**src/rtl/spi_txn_bridge.sv**
```systemverilog
// rtl/spi_txn_bridge.sv - turns one SPI register transaction into a single peripheral bus access
module spi_txn_bridge #(
  parameter int ADDR_W    = 6,
  parameter int TIMEOUT_W = 8
) (
  input  logic              clk,
  input  logic              rst,
  input  logic [ADDR_W-1:0] spi_addr,
  input  logic [31:0]       spi_wdata,
  input  logic              spi_addr_v,
  input  logic              spi_data_dv,
  input  logic              spi_rw,
  input  logic [1:0]        spi_txn_w,
  output logic [31:0]       spi_rdata,
  output logic              spi_rdata_v,
  output logic              busy,
  output logic              err,
  output logic [ADDR_W-1:0] address,
  output logic [31:0]       data_in,
  output logic [1:0]        data_write_n,
  output logic [1:0]        data_read_n,
  input  logic [31:0]       data_out,
  input  logic              data_ready
);

  typedef enum logic [1:0] {IDLE, WRITE, READ_WAIT, RESP} state_t;

  state_t                state_q, state_d;
  logic                  addr_v_q, data_dv_q;
  logic [ADDR_W-1:0]     address_q, address_d;
  logic [31:0]           data_in_q, data_in_d;
  logic [1:0]            width_q, width_d;
  logic                  err_q, err_d;
  logic [31:0]           rdata_q, rdata_d;
  logic                  rdata_v_q, rdata_v_d;
  logic [1:0]            write_n_q, write_n_d;
  logic [1:0]            read_n_q, read_n_d;
  logic [TIMEOUT_W-1:0]  cnt_q, cnt_d;
  logic [TIMEOUT_W-1:0]  cnt_inc;
  logic                  addr_v_rise, data_dv_rise;

  assign addr_v_rise  = spi_addr_v & ~addr_v_q;
  assign data_dv_rise = spi_data_dv & ~data_dv_q;
  assign cnt_inc      = cnt_q + TIMEOUT_W'(1);

  function automatic logic [31:0] mask_data(input logic [31:0] d, input logic [1:0] w);
    case (w)
      2'b00:   mask_data = {24'h0, d[7:0]};
      2'b01:   mask_data = {16'h0, d[15:0]};
      default: mask_data = d;
    endcase
  endfunction

  always_comb begin
    state_d   = state_q;
    address_d = address_q;
    data_in_d = data_in_q;
    width_d   = width_q;
    err_d     = err_q;
    rdata_d   = rdata_q;
    rdata_v_d = 1'b0;
    write_n_d = 2'b11;
    read_n_d  = read_n_q;
    cnt_d     = cnt_q;
    case (state_q)
      IDLE: begin
        // spi_rw decides which of two simultaneous edges is honoured
        if (data_dv_rise && spi_rw && spi_txn_w != 2'b11) begin
          address_d = spi_addr;
          data_in_d = spi_wdata;
          width_d   = spi_txn_w;
          err_d     = 1'b0;
          state_d   = WRITE;
        end else if (addr_v_rise && !spi_rw && spi_txn_w != 2'b11) begin
          address_d = spi_addr;
          width_d   = spi_txn_w;
          err_d     = 1'b0;
          read_n_d  = spi_txn_w;
          cnt_d     = '0;
          state_d   = READ_WAIT;
        end
      end
      WRITE: begin
        write_n_d = width_q;
        state_d   = IDLE;
      end
      READ_WAIT: begin
        if (data_ready) begin
          rdata_d   = mask_data(data_out, width_q);
          read_n_d  = 2'b11;
          rdata_v_d = 1'b1;
          state_d   = RESP;
        end else if (&cnt_inc) begin
          rdata_d   = 32'hFFFF_FFFF;
          err_d     = 1'b1;
          read_n_d  = 2'b11;
          rdata_v_d = 1'b1;
          state_d   = RESP;
        end else begin
          cnt_d = cnt_inc;
        end
      end
      RESP: begin
        state_d = IDLE;
      end
      default: state_d = IDLE;
    endcase
  end

  always_ff @(posedge clk or posedge rst) begin
    if (rst) begin
      state_q   <= IDLE;
      addr_v_q  <= 1'b0;
      data_dv_q <= 1'b0;
      address_q <= '0;
      data_in_q <= '0;
      width_q   <= 2'b00;
      err_q     <= 1'b0;
      rdata_q   <= '0;
      rdata_v_q <= 1'b0;
      write_n_q <= 2'b11;
      read_n_q  <= 2'b11;
      cnt_q     <= '0;
    end else begin
      state_q   <= state_d;
      addr_v_q  <= spi_addr_v;
      data_dv_q <= spi_data_dv;
      address_q <= address_d;
      data_in_q <= data_in_d;
      width_q   <= width_d;
      err_q     <= err_d;
      rdata_q   <= rdata_d;
      rdata_v_q <= rdata_v_d;
      write_n_q <= write_n_d;
      read_n_q  <= read_n_d;
      cnt_q     <= cnt_d;
    end
  end

  assign spi_rdata    = rdata_q;
  assign spi_rdata_v  = rdata_v_q;
  assign busy         = (state_q != IDLE);
  assign err          = err_q;
  assign address      = address_q;
  assign data_in      = data_in_q;
  assign data_write_n = write_n_q;
  assign data_read_n  = read_n_q;

endmodule

```
**config.mk**
```make
export PLATFORM = sky130hd
export DESIGN_NAME = spi_txn_bridge
export DESIGN_NICKNAME = d
export VERILOG_FILES = /design/src/rtl/spi_txn_bridge.sv
export SDC_FILE = /design/constraint.sdc
export NUM_CORES = 1
export LEC_CHECK = 0
export ABC_CLOCK_PERIOD_IN_PS = 5600
export CORE_AREA = 2 2 116 118
export CTS_CLUSTER_SIZE = 24
export DETAILED_ROUTE_END_ITERATION = 6
export DIE_AREA = 0 0 118 120
export GPL_TIMING_DRIVEN = 0
export SYNTH_ARGS = -nofsm -noshare
export SYNTH_HDL_FRONTEND = slang
export SYNTH_SLANG_ARGS = --single-unit
```
**constraint.sdc**
```tcl
create_clock -name clk -period 5.6 [get_ports clk]
set_input_delay 0.56 -clock clk [delete_from_list [all_inputs] [get_ports clk]]
set_output_delay 0.56 -clock clk [all_outputs]
set_load 0.01 [all_outputs]
```
==> flow_summary_export.csv <==
group,metric,value,unit
sta,clock.fmax,362.9,MHz
sta,rsz0062_at_grt,"false",
pwr,leakage,0.002449,µW
setup_path,worstRegToRegCells,8,
pwr,vdd_ir_drop_max,0.2800,mV
floorplan,die_h,120,µm
sta,drv_slew,0,
cts,clock-sinks,90,
place,portBuffers,154,
routing,via_count,3072,
place,dp.cells,649,
setup_path,start_kind,"flop",
grt,first_global_vias,2992,
routing,drtAntennaViolNets,0,
sta,worst_slack,2.845,ns
worst_hold_path,holdPathEnd,"data_read_n[1]",
floorplan,start_util,29.11,%
setup_path,worstSetupStartpoint,"cnt_q[0]",
finish,mostFrequentLayoutCell,"clkdlybuf4s50_1",
floorplan,fp.dieW,118,µm
cts,cts_root_buffer,"clkbuf_16",
grt,overflow,0,
routing,wire_per_inst,14.44,µm
place,routabilityCongestion,0.7739,
run_status,status,"completed",
finish,utilization,45.15,%
grt,grt_pass1_wl,15.57,mm
worst_hold_path,hold_start,"data_read_n[1]",
finish,antennaDiodeCount,0,
routing,drt_iter0_markers,94,
yosys,ys_warn_count,0,
setup_path,cp_max_fo,10,
routing,vias_per_cell,4.620,
job,maxCapViolCount,0,
finish,fin_nets,564,
sta,finClkSkew,0.008290,ns
sta,finalCritPeriodShare,49.20,%
setup_path,cp-end-kind,"flop",
setup_path,required,5.83,ns
grt,antenna_found_initial,0,
routing,drt_pass1_iterations,4,
floorplan,rows,42,
setup_path,cp.arrival,2.99,ns
cts,ctsResizeCount,0,
yosys,ys_seq_area_share,59.74,%
worst_hold_path,hold_class,"reg2reg",
routing,drc,0,
yosys,synthFlopType,"dfrtp_1",
setup_path,rr_startpoint,"cnt_q[0]",
cts,cts.hold.buffers_added,0,
setup_path,r2r_end,"cnt_q[5]",
setup_path,crit_type,"reg2reg",
worst_hold_path,holdPathStages,2,
grt,grt_max_degree,49,
pwr,powerDensity,492.6,mW/mm²
yosys,netlist_area,0.003779,mm²
routing,drt-total-wl,9.601,mm
setup_path,rrSetupSlack,2.84,ns
yosys,synth_fp_nets,398,
cts,clock_path_buffers,2,
sta,hold_viol,0,
sta,slew_headroom,36.44,%
finish,layout.cells.non_filler,665,
floorplan,ios,155,
cts,cts_made_buffers,9,
cts,path_clk_slew,0.06,ns
yosys,synth_edf_count,0,
yosys,syn_inst,318,
sta,worst_pin_slew,0.9514,ns
sta,fin_hold_ws,0.4887,ns
yosys,synthArstFlopShare,100.0,%
finish,drive_gt1_share,17.18,%
floorplan,fp.dieArea,0.01416,mm²
floorplan,design.core.area,0.01298,mm²
sta,period_minus_slack,2.755,ns
cts,clock_latency,0.34,ns
finish,final_cell_mix,"clkdlybuf4s50_1, dfrtp_1, nor2_1, mux2_2, a21oi_1",
yosys,synth_top_area_cell,"dfrtp_1",
sta,setup_viol,0,
place,place_ws,2.781,ns
yosys,synthTopCellsByArea,"dfrtp_1, mux2_2, nor2_1",
yosys,ys_ff_latch,90,
cts,post_cts_buffers,0,
yosys,avgSynthCellArea,11.88,µm²
yosys,ys_types,46,
grt,grt_usage,13.90,%
cts,cts_tree,"done",
sta,setup-tns-final,0,ns
place,hpwlAfterDp,6.956,mm
finish,area_growth,55.10,%
cts,htree_levels,3,
yosys,post-synth-top-area-fraction,56.95,%
==> flip-flops by register name (all words and copies together) (netlist names) <==
signal	cells
width_q	2
address	6
data_dv_q	1
addr_v_q	1
err	1
spi_rdata	32
data_read_n	2
data_in	32
data_write_n	2
spi_rdata_v	1
state_q	2
cnt_q	8
==> cell usage after synthesis (3+ instances only) <==
library cell   n
or4_1          5
nor2_1        50
nand2_1       12
clkbuf_1       5
nor4_1         3
dfstp_2        4
o22a_2         3
mux2_2        40
nand3_1       10
or2_2          5
o22a_1         5
buf_2          4
o21bai_1       3
a21oi_1       26
dfrtp_1       86
buf_6          3
o211ai_1       4
nor3_1         3
o21ai_0        4
inv_1          9
==> worst max-delay path by stage <==
| stage | endpoint | slack, ns | cells past startpoint |
|---|---|---|---|
| global placement | spi_rdata[0] | 1.21 | 2 |
| CTS | spi_rdata[13] | 2.81 | 8 |
| floorplan | addr_v_q | 2.71 | 1 |
| global route | spi_rdata[18] | 2.57 | 8 |
| detailed placement | address[0] | 2.78 | 6 |
| finish | cnt_q[5] | 2.84 | 8 |
==> through the flow <==
stage | total power, µW | instance area, µm²
after detailed placement | 2314 | 5570
after global placement | 2286 | 5540
final | 2887 | 5861
after floorplan | 1610 | 3779
after CTS | 2937 | 5861
after global routing | 3066 | 5861
==> metal layers <==
layer  track usage [%]  up-vias  wire (µm)
met5                 0        -          0
met4             3.163        0         89
met3             6.654        6        872
met2             21.37      122       4388
met1             17.77     1495       4250
li1                  -     1449          -
==> power breakdown <==
| group | total [µW] | internal, µW | switching [µW] |
|---|---|---|---|
| Combinational | 1210 | 718 | 490 |
| Clock | 599 | 348 | 251 |
| Sequential | 1080 | 931 | 149 |
| Total | 2890 | 2000 | 889 |
==> critical path: stages (launching register included) <==
cell and delay (ns):
dfrtp_1 0.46, ha_1 0.33, nand3_1 0.25, nor3b_1 0.33, o31ai_2 0.15, o31ai_1 0.50
buf_2 0.33, nor4_1 0.07, a211o_1 0.23
==> logic make-up (layout without fill, tap and decap cells) <==
| logic type | Yosys count | in the layout | share of synthesized area (%) |
|---|---|---|---|
| buf+inv | 26 | 197 | 3.543 |
| compound gates | 59 | 59 | 11.03 |
| xor+xnor | 1 | 1 | 0.2318 |
| flops | 90 | 90 | 59.73 |
| fa+ha+maj | 2 | 2 | 0.6621 |
| mux | 40 | 40 | 11.92 |
| simple gates | 100 | 100 | 12.88 |
==> final cells by class <==
class                      instances  area, µm²
fill                            1229       7119
sequential                        90       2257
timing repair buffer             155       1569
multi-input combinational        202       1388
clock buffer                      12      236.5
tap                              176      220.2
buffer                            17      100.1
clock inverter                     4      53.80
inverter                           9      36.28
(Power assumes the default switching activity.)
